<file path="config.mk">
export PLATFORM = sky130hd
export DESIGN_NAME = sync_debounce_edge
export DESIGN_NICKNAME = d
export VERILOG_FILES = /design/src/rtl/sync_pkg.sv /design/src/rtl/edge_pulse_gen.sv /design/src/rtl/sync_debounce_edge.sv
export SDC_FILE = /design/constraint.sdc
export NUM_CORES = 1
export LEC_CHECK = 0
export ABC_AREA = 1
export BUFFER_PORTS_ARGS = -buffer_cell sky130_fd_sc_hd__buf_2
export CAP_MARGIN = 0
export CORE_AREA = 4 4 41 43
export DETAILED_ROUTE_END_ITERATION = 7
export DIE_AREA = 0 0 45 47
export PLACE_DENSITY = 0.42
export REMOVE_ABC_BUFFERS = 1
export SYNTH_ARGS = -nofsm -noshare
export SYNTH_HDL_FRONTEND = slang
export SYNTH_SLANG_ARGS = --single-unit
</file>
<file path="constraint.sdc">
create_clock -name clk_b -period 1.2 [get_ports clk_b]
set_input_delay 0.12 -clock clk_b [delete_from_list [all_inputs] [get_ports clk_b]]
set_output_delay 0.12 -clock clk_b [all_outputs]
set_load 0.02 [all_outputs]
</file>
<file path="src/rtl/sync_pkg.sv">
// Shared types and helpers for the sync_debounce_edge block and related ff_sync consumers.
package sync_pkg;

  typedef enum logic [1:0] {
    STABLE_LOW  = 2'd0,
    CHECK_HIGH  = 2'd1,
    STABLE_HIGH = 2'd2,
    CHECK_LOW   = 2'd3
  } sync_db_state_t;

  function automatic int unsigned cnt_width(input int unsigned n);
    return $clog2(n) + 1;
  endfunction

endpackage

</file>
<file path="src/rtl/edge_pulse_gen.sv">
// Registered level with aligned one-cycle rise/fall pulses; takes the level's next value as input.
module edge_pulse_gen #(
  parameter bit init_level = 1'b0
) (
  input  logic clk,
  input  logic rst,
  input  logic level_d,
  output logic level,
  output logic rise,
  output logic fall
);

  // Pulses compare against the next value so they land in the same cycle as the level change.
  always_ff @(posedge clk) begin
    if (rst) begin
      level <= init_level;
      rise  <= 1'b0;
      fall  <= 1'b0;
    end else begin
      level <= level_d;
      rise  <= level_d & ~level;
      fall  <= ~level_d & level;
    end
  end

endmodule

</file>
<file path="src/rtl/sync_debounce_edge.sv">
// Stable-count debounce of a synchronised level with rise/fall event pulses.
// Optional saturating glitch counter: define SYNC_DEBOUNCE_GLITCH_CNT_EN.
module sync_debounce_edge
  import sync_pkg::*;
#(
  parameter int unsigned stable_cycles = 4,
  parameter bit          init_level    = 1'b0,
  parameter int unsigned glitch_w      = 8
) (
  input  logic clk_b,
  input  logic rst_b,
  input  logic sig_sync,
  output logic level_out,
  output logic rise_pulse,
  output logic fall_pulse
`ifdef SYNC_DEBOUNCE_GLITCH_CNT_EN
  ,
  output logic [glitch_w-1:0] glitch_cnt
`endif
);

  localparam int unsigned    CW   = cnt_width(stable_cycles);
  localparam logic [CW-1:0]  LAST = CW'(stable_cycles - 1);
  localparam sync_db_state_t HOME = init_level ? STABLE_HIGH : STABLE_LOW;

  sync_db_state_t state, state_nx;
  logic [CW-1:0]  cnt, cnt_nx;
  logic           level_d;

  always_ff @(posedge clk_b) begin
    if (rst_b) begin
      state <= HOME;
      cnt   <= '0;
    end else begin
      state <= state_nx;
      cnt   <= cnt_nx;
    end
  end

  always_comb begin
    state_nx = state;
    cnt_nx   = cnt;
    case (state)
      STABLE_LOW: begin
        if (sig_sync) begin
          if (stable_cycles == 1) begin
            state_nx = STABLE_HIGH;
          end else begin
            state_nx = CHECK_HIGH;
            cnt_nx   = CW'(1);
          end
        end
      end
      CHECK_HIGH: begin
        if (!sig_sync) begin
          state_nx = STABLE_LOW;
          cnt_nx   = '0;
        end else if (cnt == LAST) begin
          state_nx = STABLE_HIGH;
          cnt_nx   = '0;
        end else begin
          cnt_nx = cnt + 1'b1;
        end
      end
      STABLE_HIGH: begin
        if (!sig_sync) begin
          if (stable_cycles == 1) begin
            state_nx = STABLE_LOW;
          end else begin
            state_nx = CHECK_LOW;
            cnt_nx   = CW'(1);
          end
        end
      end
      CHECK_LOW: begin
        if (sig_sync) begin
          state_nx = STABLE_HIGH;
          cnt_nx   = '0;
        end else if (cnt == LAST) begin
          state_nx = STABLE_LOW;
          cnt_nx   = '0;
        end else begin
          cnt_nx = cnt + 1'b1;
        end
      end
      default: begin
        state_nx = HOME;
        cnt_nx   = '0;
      end
    endcase
    // The filtered level is high exactly while in the high half of the state space.
    level_d = (state_nx == STABLE_HIGH) || (state_nx == CHECK_LOW);
  end

  edge_pulse_gen #(
    .init_level(init_level)
  ) u_edge (
    .clk     (clk_b),
    .rst     (rst_b),
    .level_d (level_d),
    .level   (level_out),
    .rise    (rise_pulse),
    .fall    (fall_pulse)
  );

`ifdef SYNC_DEBOUNCE_GLITCH_CNT_EN
  logic abort;
  assign abort = ((state == CHECK_HIGH) && !sig_sync) || ((state == CHECK_LOW) && sig_sync);

  always_ff @(posedge clk_b) begin
    if (rst_b) begin
      glitch_cnt <= '0;
    end else if (abort && (glitch_cnt != '1)) begin
      glitch_cnt <= glitch_cnt + 1'b1;
    end
  end
`endif

endmodule

</file>
After elaboration in Yosys (flattened, before gate mapping):

Cells that the tools add are included.

* memories: 0
* input port bits: 3
* output and inout port bits: 3
* register bits: 8
* bits in latches: 0
* bits in writable memories: 0
* word-level logic and storage cells: 34
* memory bits (read-only): 0

* eq/ne operators: 8
* reduce and logical (&&, ||, !) cells: 3
* divide/modulo/power cells: 0
* add/sub/neg operators: 1
* mux-type cells: 13
* bitwise logic cells: 4
* shifts and indexed selects: 0
* $lt $le $gt $ge: 0
* multiply operators: 0

Operators by type and width (count)
* 3-bit 2-to-1 mux: 5
* 2-bit 2-to-1 mux: 6
* 3-bit case mux with 4 select lines: 1
* 2-bit == test, second input constant: 4
* 2-bit case mux with 4 select lines: 1
* 2-bit != test, second input constant: 2
* 3-bit by 1-bit adder with 3-bit output, second input constant: 1
* 3-bit by 2-bit == test with 1-bit output, second input constant: 1
* 1-bit AND: 2
* 2-bit by 1-bit == test with 1-bit output, second input constant: 1
* 2-bit zero test: 1
* 1-bit inverter: 2
* 2-bit AND reduction: 1
* 1-bit logical OR: 1

Longest topological paths before layout:

Gate-level depths: netlist of the first run.

* word-level depth: 8
* mapped depth: 5
* mapped depth without buffers: 5

Cells and area by module:

Synthesis of the first run repeated with hierarchy kept, for this count alone.

* cell total of the unflattened synthesis: 43
* area, all modules: 332.8 sq um

Modules (own cells, without submodules)
* sync_debounce_edge: area each 245.2 sq um, sequential area each 100.1 sq um, cells an instance 34, instances 1
* edge_pulse_gen: area each 87.6 sq um, sequential area each 60.1 sq um, cells an instance 9, instances 1

Least setup slack after synthesis of the first run:

OpenSTA, ideal clock, no wires.

* path type: register -> register
* from: register cnt[0]
* to: register cnt[1]
* required time: 1.084 ns
* arrival: 0.803 ns
* buffers on the path: 0
* cell stages (with the launch flop): 6
* period minus slack after synthesis: 0.919 ns
* library setup time: 0.116 ns
* slack: 0.281 ns
* cell sequence: dfxtp_1 > ha_1 > nand2_1 > clkinv_1 > nand2_1 > a21oi_2

* longest elaborated chain between the ends: 4
* elaborated cells on any way between the ends: 6
* those cells by class: 1 x add/sub; 1 x eq/ne; 4 x mux

Ends and longest elaborated chain
* start, declared: line sync_debounce_edge.sv:27 `logic [CW-1:0] cnt, cnt_nx;`
* start signal, assigned: line sync_debounce_edge.sv:36 `cnt <= cnt_nx;`
* 3-bit by 1-bit adder with 3-bit output / 3-bit by 2-bit == test with 1-bit output (equally long branches)
* 3-bit 2-to-1 mux (*): line sync_debounce_edge.sv:58, sync_debounce_edge.sv:79
* 3-bit 2-to-1 mux, on equally long branches: line sync_debounce_edge.sv:76, sync_debounce_edge.sv:55
* 3-bit case mux with 4 select lines (*): line sync_debounce_edge.sv:43 `case (state)`

Mark *: on every way between the ends. The rest lies on a longest branch, timed or not.
A chain may end at the register's enable or synchronous reset.

Worst setup path in the final report of the first run:

Same ends and word-level chain as after synthesis.

==> reports/summary.md, run 1 <==
The detailed router finished its first iteration with 3 violations. The element type at the critical path end is a register. The tools report the launch point of the critical path as cnt[0]$_SDFFE_PP0P_. The run gives 0.560 mV as the largest vdd supply drop. In this run, CTS created clock tree buffers numbering 3. The number of different library cells used by synthesis comes to 13. The detailed router placed 252 vias in this run.

The nature of the critical path startpoint is a register. Once placement completed, the tool counted placed cells totaling 57. The tools report the initial antenna violation count as 0. In the routed layout, each cell is associated on average with a via count of 4.13. The maximum clock skew at final layout was 0.000842 ns; the number of nets with antenna violations after routing was 0. The flow ran to the end, and the final reports show no timing, DRC or antenna violations. TritonCTS built the clock tree.

For the finished layout, the period the worst path requires is 0.954 ns. In this run the worst setup path terminates at cnt[1]$_SDFFE_PP0P_. The initialized floorplan defines 13 standard-cell rows. Once placement finished, the instance area stood at 337 µm².

The share of the core filled with cells is 0.279, and the data required time at the worst endpoint is 1.34 ns. Ranked by total cell area, the synthesized netlist is headed by sky130_fd_sc_hd__dfxtp_1 (48%), sky130_fd_sc_hd__nand2_1 (7.7%), sky130_fd_sc_hd__nand3_1 (6.8%). Measured along the x axis, the die boundary spans 45 µm. The mapped cell area is 293 µm². The longest clock path from root to sink contains 2 buffers.

Count of placed standard cells in the final layout, fillers left out: 61. After routing, the total negative slack on setup checks comes to 0 ns. Counting flops and latches in the post-synthesis netlist gives 7. The total power divided by cell area is 1320 nW/µm². The library cell used most frequently in the layout, excluding fill and tap cells, is sky130_fd_sc_hd__dfxtp_1. The core box area came out at 1300 µm². Setup slack on the critical path of the routed design comes to 0.246 ns. After detailed routing, the number of remaining DRC violations is 0. The synthesized instance count was 37.

For the count of clock tree sinks, the log shows 7. The run gives 363 µm² as the final design area excluding fillers. The die is 47 µm tall.

The tools report the fraction of the yosys area taken by sequential cells as 0.479. For this run, the post-layout net count is 51. Buffers inserted to repair hold after CTS numbered 0.

After clock tree synthesis, the clock-pin slew on the worst setup and hold paths is 0.05 ns. Of all nets on the critical path, the largest fanout is 3. Top-level I/O count: 6. Buffers added to address setup during post-CTS repair amount to 0. In the layout the commonest cells are sky130_fd_sc_hd__dfxtp_1 (7), sky130_fd_sc_hd__nand2_1 (6), sky130_fd_sc_hd__buf_2 (5), sky130_fd_sc_hd__nand3_1 (4), sky130_fd_sc_hd__nor2_1 (4). The worst hold path belongs to the class in2reg.

The worst slew margin relative to its limit came out at 0.857. The starting utilization of the core area was 0.225. The number of iterations in the first detailed-routing pass came out at 2. The total track usage is 0.0665, and the Yosys warning count is 0. At the end of routability-driven placement, the weighted congestion stood at 0.694. Prior to clock tree synthesis, the placed netlist has a worst setup slack of 0.250 ns.

The tools report the number of global-route vias before repair as 249. The completed layout was analyzed and its total power is 479 µW. The mean instance size in the synthesized netlist came out at 7.91 µm². Setup repair after global routing left no endpoint under its margin.

The share of the synthesized area in the top cell type works out to 0.479. The share of cells above drive strength 1 came out at 0.326. Dividing the detail-routed wire length by the instance count gives 8.51 µm. For the pin with the worst max-slew slack, the measured transition is 0.214 ns.

The logs give 945 µm for the global-route wire length before repair and 519 µm for the sum of routed wire length over all layers. Based on the critical path, the design can be clocked at up to 1050 MHz. The number of pins with negative max-slew slack in the final report was 0; the clock latency reported for the late side of the worst-skew pair was 0.25 ns. The growth of design area from synthesis to finish came out at 23.9%. Reg-to-reg endpoint: cnt[1]$_SDFFE_PP0P_. The logs give 2120 µm² for the full die area and 8 for the largest net degree at the start of global routing. Setup violations remaining at the end of the flow were counted as 0. The post-CTS resize count is 0. Master cell of the clock root buffer: sky130_fd_sc_hd__clkbuf_4. The worst path arrival time was 1.09 ns; the number of violations of the max-capacitance limit was 0. The critical path in this run is classified as reg2reg. Hold timing on the final database bottoms out at a slack of 0.0427 ns.

The final clock period utilization by the worst path was 0.795; the antenna diode count was 0. The biggest area contributor in the post-synthesis netlist is sky130_fd_sc_hd__dfxtp_1. The number of port buffers came out at 5. The number of hold-slack violations in the final timing report was 0; the residual overflow from global routing was 0. The startpoint identified for the worst register-to-register timing path is cnt[0]$_SDFFE_PP0P_. The number of cell instances on the worst register-to-register path works out to 5.

The static leakage was 0.158 nW. In this run the register-to-register setup slack is 0.25 ns. The run gives 1 as the depth of the CTS H-tree.
-- layer usage --
| metal | global-route usage | vias to the layer above | wire length (µm) |
|---|---|---|---|
| met4 | 0.0351 | 0 | 7 |
| li1 | - | 140 | - |
| met5 | 0 | - | 0 |
| met2 | 0.0876 | 7 | 206 |
| met1 | 0.0708 | 103 | 245 |
| met3 | 0.0613 | 2 | 60 |
-- cells by family after synthesis --
family,Yosys count,share of synthesized area
adder cells (fa/ha/maj),1,0.0427
AND/OR/NAND/NOR,19,0.303
AO/OA/AOI/OAI,4,0.0983
flip-flops,7,0.479
buffers and inverters,6,0.0769
-- synth_stat cells --
cell	n
sky130_fd_sc_hd__nor2_1	4
sky130_fd_sc_hd__inv_2	2
sky130_fd_sc_hd__nand2_1	6
sky130_fd_sc_hd__a21oi_2	2
sky130_fd_sc_hd__dfxtp_1	7
sky130_fd_sc_hd__ha_1	1
sky130_fd_sc_hd__o22ai_1	1
sky130_fd_sc_hd__a21oi_1	1
sky130_fd_sc_hd__nand4_1	2
sky130_fd_sc_hd__inv_1	3
sky130_fd_sc_hd__clkinv_1	1
sky130_fd_sc_hd__nand3_1	4
sky130_fd_sc_hd__nand2_2	3
-- power by group --
| group | total [mW] | leakage [nW] | internal [mW] | switching (mW) |
|---|---|---|---|---|
| clock | 0.207 | 0.0150 | 0.126 | 0.0804 |
| sequential | 0.244 | 0.0570 | 0.238 | 0.00532 |
| combinational | 0.0286 | 0.0857 | 0.0111 | 0.0175 |
-- critical path: stages, from the launching register on --
cell	delay, ns
sky130_fd_sc_hd__dfxtp_1	0.32
sky130_fd_sc_hd__ha_1	0.29
sky130_fd_sc_hd__nand2_1	0.07
sky130_fd_sc_hd__clkinv_1	0.05
sky130_fd_sc_hd__nand2_1	0.07
sky130_fd_sc_hd__a21oi_2	0.05
-- final cells by class --
class | instances | area (µm²)
sequential | 7 | 140
inverter | 6 | 22.5
multi-input combinational | 24 | 130
clock buffer | 4 | 26.3
timing repair buffer | 5 | 25.0
tap | 15 | 18.8
fill | 148 | 938
-- how the worst min path moves through the flow --
stage / start / endpoint / slack (ns) / depth (start not counted)
2_1_floorplan: rst_b / cnt[1]$_SDFFE_PP0P_ / 0.18 / 1
3_3_place_gp: rst_b / cnt[1]$_SDFFE_PP0P_ / 0.30 / 2
3_5_place_dp: rst_b / cnt[1]$_SDFFE_PP0P_ / 0.30 / 2
4_1_cts: rst_b / cnt[1]$_SDFFE_PP0P_ / 0.04 / 2
5_1_grt: rst_b / cnt[1]$_SDFFE_PP0P_ / 0.03 / 2
6_report: rst_b / cnt[1]$_SDFFE_PP0P_ / 0.04 / 2
-- flip-flops by register name, summed over array words and instances (netlist names) --
register and flops:
state 2, cnt 3, u_edge.rise 1, u_edge.fall 1
Note: power is estimated with default switching activity, not from simulation.
==> inputs of run 2 (changes only) <==
--- a/config.mk
+++ b/config.mk
@@ -11,7 +11,7 @@
 export CORE_AREA = 4 4 41 43
 export DETAILED_ROUTE_END_ITERATION = 7
 export DIE_AREA = 0 0 45 47
-export PLACE_DENSITY = 0.42
+export PLACE_DENSITY = 0.43
 export REMOVE_ABC_BUFFERS = 1
 export SYNTH_ARGS = -nofsm -noshare
 export SYNTH_HDL_FRONTEND = slang
==> constraint.sdc (replaced) <==
create_clock -name clk_b -period 0.8 [get_ports clk_b]
set_input_delay 0.08 -clock clk_b [delete_from_list [all_inputs] [get_ports clk_b]]
set_output_delay 0.08 -clock clk_b [all_outputs]
set_load 0.02 [all_outputs]
==> reports/summary.md, run 2 (same netlist as run 1, synthesis figures left out) <==
The tools report the depth of the CTS H-tree as 1 (unchanged). Destination of the critical timing path: state[1]$_SDFF_PP0_. The total power after layout was 793 µW (+65%). The top-level I/O count is 6 (unchanged), and the post-route minimum period is 0.876 ns (-0.0787 ns). The number of port buffers works out to 5 (unchanged).

The maximum clock rate was 1140 MHz (+9.0%); the count of clock tree sinks was 7 (unchanged). For the number of hold-slack violations in the final timing report, the log shows 0 (unchanged). The launch point of the critical path was cnt[1]$_SDFFE_PP0P_. Vertical die dimension: 47 µm (unchanged). The number of iterations in the first detailed-routing pass came out at 4 (+2).

The worst setup path is captured at a register. The run gives 0.225 (unchanged) as the starting utilization of the core area. The maximum root-to-sink buffer count came out at 2 (unchanged). The largest vdd supply drop was 0.991 mV (+77%); the maximum fanout along the worst path was 3 (unchanged). The share of cells above drive strength 1 is 0.654 (+0.328). The largest registers in the layout are cnt: 3 flops, state: 2 flops. The origin of the critical flop-to-flop path was cnt[1]$_SDFFE_PP0P_. The run gives 777 µm (+50%) as the sum of routed wire length over all layers. TritonCTS built the clock tree.

The final clock period utilization by the worst path was 1.09 (+0.299). The final setup violation count came out at 8 (+8). Number of pins with negative max-slew slack in the final report: 0 (unchanged). For the maximum clock skew at final layout, the log shows 0.00197 ns (+0.00113 ns).

The number of buffers added by the clock tree synthesis step was 3 (unchanged). Number of violations of the max-capacitance limit: 0 (unchanged). The total power divided by cell area works out to 1590 nW/µm² (+20%).

Setup repair after global routing could not meet its margin everywhere. The area taken by flip-flops and latches is 150 µm² (+7.1%), and the area taken by multi-input logic gates is 186 µm² (+43%). The number of vias after detailed routing is 299 (+19%). The run finished, with violations left.

Violation count after the first detailed-route iteration: 3 (unchanged). Among all stages on the critical path, the largest delay is contributed by sky130_fd_sc_hd__dfxtp_2. Register-to-register path setup slack: -0.08 ns (-0.32 ns).

The worst setup slack after placement was -0.136 ns (-0.386 ns); the row count was 13 (unchanged). The clock-pin slew reported for the worst setup and hold paths after clock tree synthesis is 0.06 ns (about the same), and the global-route wire length before repair is 1380 µm (+46%). Kind of cell with the highest combined delay on the critical path: flip-flops.

The nature of the critical path startpoint was a register. The ratio of routed vias to standard cells is 4.46 (+8.0%), and the path length in cells of the critical path is 3 (-2). The full die area was 2120 µm² (unchanged). The weighted congestion at the end of routability-driven global placement was 0.732 (+5.5%); the buffer and inverter count on the worst path was 0 (-1). The master cell of the clock root buffer is sky130_fd_sc_hd__clkbuf_4. Largest net degree at the start of global routing: 8 (unchanged). The worst register-to-register path ends at state[1]$_SDFF_PP0_. Number of fillers in the final layout: 134 (-9.5%). The transition time at the pin with the least slew margin was 0.167 ns (-0.0474 ns).

The worst path arrival time was 1.05 ns (-0.04 ns); the net count reported at finish was 57 (+12%). The residual overflow from global routing is 0 (unchanged), and the number of cell instances on the worst register-to-register path is 3 (-2). Classification of the worst-slack hold path: in2reg. The tools report the core box area as 1300 µm² (unchanged). The worst slew margin relative to its limit is 0.889 (+0.0315).

The library cells used most frequently in the layout, excluding fill and tap cells, are sky130_fd_sc_hd__buf_4 (5), sky130_fd_sc_hd__nand2_2 (4). For the number of remaining DRC errors, the log shows 0 (unchanged). The worst setup path is of the reg2reg kind. The run gives 0 (unchanged) as the antenna diode count. More flip-flops sit in one register than any other, and that register is cnt. The slack of the critical path was -0.0757 ns (-0.321 ns); the flip-flop count of the largest register, all copies and words added was 3 (unchanged). Routed wirelength normalized by instance count: 11.6 µm (+36%). The run gives 0.26 ns (about the same) as the clock latency reported for the late side of the worst-skew pair. For the static leakage, the log shows 0.210 nW (+33%).

Walking the worst path, the cells encountered are ha_4, nand4_1, o22ai_2. The number of global-route vias before repair came out at 340 (+37%). The growth of design area from synthesis to finish works out to 70.5%.

The tools report the data required time at the worst endpoint as 0.98 ns (-0.36 ns). The die extent in x is 45 µm (unchanged). The run gives 0 (unchanged) as the number of nets with antenna violations after routing. The checks that failed: setup timing. The total track usage is 0.0997 (+0.0332), and the delay of the slowest cell on the worst path is 0.36 ns (+0.04 ns). The run gives 479 µm as the total half-perimeter wirelength after legalization and detailed placement. For the initial antenna violation count, the log shows 0 (unchanged).

The most common library cell in the layout ignoring fill and taps is sky130_fd_sc_hd__buf_4.
run 2: changes by cell type in the layout (fill, tap and decap cells not counted), moves of 3 or more:
cell / change
sky130_fd_sc_hd__nand2_4: +3
sky130_fd_sc_hd__nand2_1: -4
sky130_fd_sc_hd__buf_6: +3
sky130_fd_sc_hd__dfxtp_1: -4
sky130_fd_sc_hd__buf_4: +5
sky130_fd_sc_hd__buf_2: -3
run 2: metal layers:
| metal | share of wire | GRT usage | wire, µm |
|---|---|---|---|
| met3 | 0.041 | 0.0230 | 32 |
| met2 | 0.53 | 0.175 | 413 |
| met5 | 0 | 0 | 0 |
| met4 | 0.030 | 0.117 | 23 |
| met1 | 0.40 | 0.0868 | 308 |
run 2: worst min path at each step:
stage	to	startpoint	depth (start not counted)	slack [ns]
2_1_floorplan	cnt[1]$_SDFFE_PP0P_	rst_b	1	0.14
3_3_place_gp	cnt[1]$_SDFFE_PP0P_	rst_b	2	0.26
3_5_place_dp	cnt[1]$_SDFFE_PP0P_	rst_b	2	0.26
4_1_cts	state[1]$_SDFF_PP0_	sig_sync	3	0.11
5_1_grt	state[0]$_SDFF_PP0_	sig_sync	3	0.17
6_report	state[0]$_SDFF_PP0_	rst_b	4	0.14
run 2: where the power goes:
part | internal (mW) | switching [mW] | total (mW)
clock network | 0.192 | 0.154 | 0.346
logic | 0.0401 | 0.0422 | 0.0823
registers | 0.353 | 0.0116 | 0.365
total | 0.585 | 0.208 | 0.793
run 2: cell type report:
cell class                      instances  area share
Clock buffer                            4      0.0526
Inverter                                6      0.0526
Multi-Input combinational cell         24       0.373
Sequential cell                         7       0.301
Tap cell                               15      0.0376
Timing Repair Buffer                   11       0.183
run 2: worst register-to-register path: stages (launching register included):
cell and delay, ns:
sky130_fd_sc_hd__dfxtp_2 0.36, sky130_fd_sc_hd__ha_4 0.15, sky130_fd_sc_hd__nand4_1 0.15, sky130_fd_sc_hd__o22ai_2 0.14
run 2: per-stage QoR:
| step | TNS, ns | area (µm²) | utilization | hold slack, ns | std cells |
|---|---|---|---|---|---|
| 2_1_floorplan | -0.428 | 293 | - | 0.142 | 37 |
| 3_3_place_gp | -0.582 | 374 | 0.288 | 0.256 | 62 |
| 3_5_place_dp | -0.581 | 374 | 0.288 | 0.257 | 62 |
| 4_1_cts | -0.428 | 457 | 0.351 | 0.115 | 67 |
| 5_1_grt | -0.753 | 499 | 0.384 | 0.169 | 67 |
| 6_report | -0.388 | 499 | 0.384 | 0.142 | 67 |
run 2: what timing repair did:
item,in CTS,in global routing
gates resized for setup,15,12
pin swaps,7,3
endpoints found under the setup margin,9,10
buffers inserted,0,0
hold buffers,1,0
hold endpoints to repair,1,0
==> inputs of run 3 (changes only) <==
--- a/config.mk
+++ b/config.mk
@@ -11,7 +11,7 @@
 export CORE_AREA = 4 4 41 43
 export DETAILED_ROUTE_END_ITERATION = 7
 export DIE_AREA = 0 0 45 47
-export PLACE_DENSITY = 0.43
+export PLACE_DENSITY = 0.36
 export REMOVE_ABC_BUFFERS = 1
 export SYNTH_ARGS = -nofsm -noshare
 export SYNTH_HDL_FRONTEND = slang
==> reports/summary.md, run 3 (same netlist as run 1, synthesis figures left out) <==
The flow ran to the end, but the final reports show violations. The checks that failed: setup timing. The slack of the critical path was -0.0900 ns (-0.0143 ns). The transition time at the pin with the least slew margin was 0.145 ns (-0.0218 ns); the wire length the detailed router placed on met1 was 283 µm (-8.1%). The area taken by multi-input logic gates was 160 µm² (-14%). The largest register by flop count was cnt. The logs give 1170 µm (-16%) for the global-route wire length before repair and 0.090 (-0.014) for the relative contribution of combinational cells to total power. The number of violations of the max-capacitance limit is 0 (unchanged), and the routed wirelength normalized by instance count is 9.99 µm (-14%).

By instance count, the cell type seen most on the critical path is sky130_fd_sc_hd__nand2_2. The logs give 0 (unchanged) for the antenna diode count and 1 (unchanged) for the depth of the CTS H-tree. The delay of the slowest cell on the worst path is 0.33 ns (-0.03 ns).

The run gives 669 µm (-14%) as the sum of routed wire length over all layers. The largest registers in the layout are cnt: 3 flops, state: 2 flops. The final clock period utilization by the worst path is 1.11 (+0.0179). The number of port buffers is 5 (unchanged), and the largest vdd supply drop is 0.761 mV (-23%).

The net count reported at finish was 57 (unchanged); the share of cells above drive strength 1 was 0.577 (-0.0769). The top-level I/O count was 6 (unchanged). The tools report the starting utilization of the core area as 0.225 (unchanged). The ratio of routed vias to standard cells came out at 4.27 (-4.3%). Leaving out fill and tap cells, the most frequent cells in the layout are sky130_fd_sc_hd__buf_4 (6), sky130_fd_sc_hd__nand2_2 (5), sky130_fd_sc_hd__nor2_1 (4), sky130_fd_sc_hd__dfxtp_2 (4). The library cell contributing the largest single delay on the critical path is sky130_fd_sc_hd__dfxtp_2. The number of hold-slack violations in the final timing report is 0 (unchanged), and the maximum fanout along the worst path is 2 (-1).

After detailed routing, no signal wire sits above met4. The post-route minimum period came out at 0.890 ns (+0.0143 ns). The library cell used most frequently in the layout, excluding fill and tap cells, is sky130_fd_sc_hd__buf_4. The worst slew margin relative to its limit was 0.903 (+0.0146).

The row count was 13 (unchanged). The logs give 0.194 nW (-7.8%) for the static leakage and 0.00146 ns (-0.000515 ns) for the maximum clock skew at final layout. The critical path is of the reg2reg type. The data required time at the worst endpoint is 0.98 ns (about the same), and the net switching power figure is 177 µW (-15%). Setup repair after global routing could not meet its margin everywhere. The vertical die dimension was 47 µm (unchanged).

The number of cell instances on the worst register-to-register path came out at 5 (+2). The final design area excluding fillers was 462 µm² (-7.5%); the total power divided by cell area was 1650 nW/µm² (+3.8%). From synthesis to final layout, the design area changed by 57.7%. The met2 wirelength from detailed routing was 322 µm (-22%). For the number of nets with antenna violations after routing, the log shows 0 (unchanged). The logs give 0 (unchanged) for the residual overflow from global routing and 2120 µm² (unchanged) for the full die area.

The maximum clock rate is 1120 MHz (-1.6%). The core box area was 1300 µm² (unchanged); the number of vias after detailed routing was 286 (-4.3%). The weighted congestion at the end of routability-driven global placement is 0.702 (-4.1%). The count of clock tree sinks came out at 7 (unchanged).

The flip-flop count of the largest register, all copies and words added was 3 (unchanged); the switching portion of total power was 0.233 (-0.0293). The logs give 0 (unchanged) for the number of pins with negative max-slew slack in the final report and 0.25 ns (about the same) for the clock latency reported for the late side of the worst-skew pair. The run gives 50 µm (+56%) as the met3 layer wire length in the routed design. The run gives 0.425 (-0.011) as the clock network fraction of design power. The final setup violation count was 7 (-1). For the total half-perimeter wirelength after legalization and detailed placement, the log shows 490 µm (+2.2%). The element type at the critical path end was a register.

The total track usage is 0.0854 (-0.0143), and the violation count after the first detailed-route iteration is 9 (+6). The number of global-route vias before repair was 265 (-22%). Classification of the worst-slack hold path: in2reg. The clock-pin slew reported for the worst setup and hold paths after clock tree synthesis is 0.05 ns (about the same). The worst setup slack after placement came out at -0.152 ns (-0.0160 ns).

The worst path arrival time came out at 1.07 ns (+0.02 ns). Walking the worst path, the cells encountered are ha_4, nand2_2, clkinv_2, nand2_2, a21oi_2. The tools report the master cell of the clock root buffer as sky130_fd_sc_hd__clkbuf_4. The post-detailed-placement cell area was 367 µm² (-2.0%); the number of fillers in the final layout was 149 (+11%). For the number of remaining DRC errors, the log shows 0 (unchanged).

Number of buffers added by the clock tree synthesis step: 3 (unchanged). TritonCTS built the clock tree. The logs give 584 µW (-0.22%) for the internal power of the cells and 8 (unchanged) for the largest net degree at the start of global routing. The number of iterations in the first detailed-routing pass was 4 (unchanged). The initial antenna violation count was 0 (unchanged); the number of cells on the worst hold path was 3 (-1). Die extent in x: 45 µm (unchanged). The nature of the critical path startpoint is a register. The maximum root-to-sink buffer count is 2 (unchanged). The logs give 145 µm² (-3.3%) for the area taken by flip-flops and latches and 0.485 (+0.025) for the part of the power in registers.
[run 3: worst max-delay path, delay by kind of cell, from the launching register on]
| family | cells | cell delay, ns |
|---|---|---|
| flops | 1 | 0.33 |
| fa+ha+maj | 1 | 0.26 |
| simple gates | 2 | 0.09 |
| buf+inv | 1 | 0.05 |
| compound gates | 1 | 0.10 |
[run 3: worst paths after layout]
kind / endpoint / slack [ns] / start
worst max-delay path: cnt[1]$_SDFFE_PP0P_ / -0.09 / cnt[0]$_SDFFE_PP0P_
worst min-delay path: state[1]$_SDFF_PP0_ / 0.12 / sig_sync
worst max register to register: cnt[1]$_SDFFE_PP0P_ / -0.09 / cnt[0]$_SDFFE_PP0P_
worst min register to register: cnt[2]$_SDFFE_PP0P_ / 0.48 / cnt[2]$_SDFFE_PP0P_
[run 3: metrics by stage]
step | hold WS, ns | util | power, mW | TNS [ns] | cells
final | 0.121 | 0.355 | 0.761 | -0.199 | 67
after global routing | 0.130 | 0.355 | 0.806 | -0.589 | 67
after CTS | 0.116 | 0.344 | 0.776 | -0.309 | 67
after detailed placement | 0.263 | 0.282 | 0.426 | -0.686 | 61
after global placement | 0.259 | 0.282 | 0.425 | -0.570 | 61
after floorplan | 0.142 | - | 0.401 | -0.428 | 37
[run 3: area by class of cell]
| cell class | instances | area share |
|---|---|---|
| multi-input combinational | 24 | 0.347 |
| sequential | 7 | 0.314 |
| timing repair buffer | 11 | 0.190 |
| clock buffer | 4 | 0.0569 |
| inverter | 6 | 0.0515 |
| tap | 15 | 0.0407 |
[run 3: repair_timing]
item | in CTS | in global routing
endpoints found under the hold margin | 1 | 0
setup buffers | 1 | 0
pin swaps | 8 | 3
gates resized for setup | 13 | 4
hold buffers | 1 | 0
endpoints found under the setup margin | 9 | 10
[run 3: power groups by stage]
stage	Combinational [mW]	Sequential, mW	Clock, mW
finish	0.0685	0.369	0.323
global route	0.0780	0.370	0.358
CTS	0.0674	0.368	0.340
detailed placement	0.0547	0.372	0
global placement	0.0536	0.372	0
floorplan	0.0305	0.371	0
[run 3: layer usage]
| layer | vias to the layer above | GRT usage |
|---|---|---|
| met4 | 0 | 0.0526 |
| li1 | 149 | - |
| met1 | 127 | 0.0820 |
| met3 | 2 | 0.0690 |
| met2 | 8 | 0.127 |
| met5 | - | 0 |
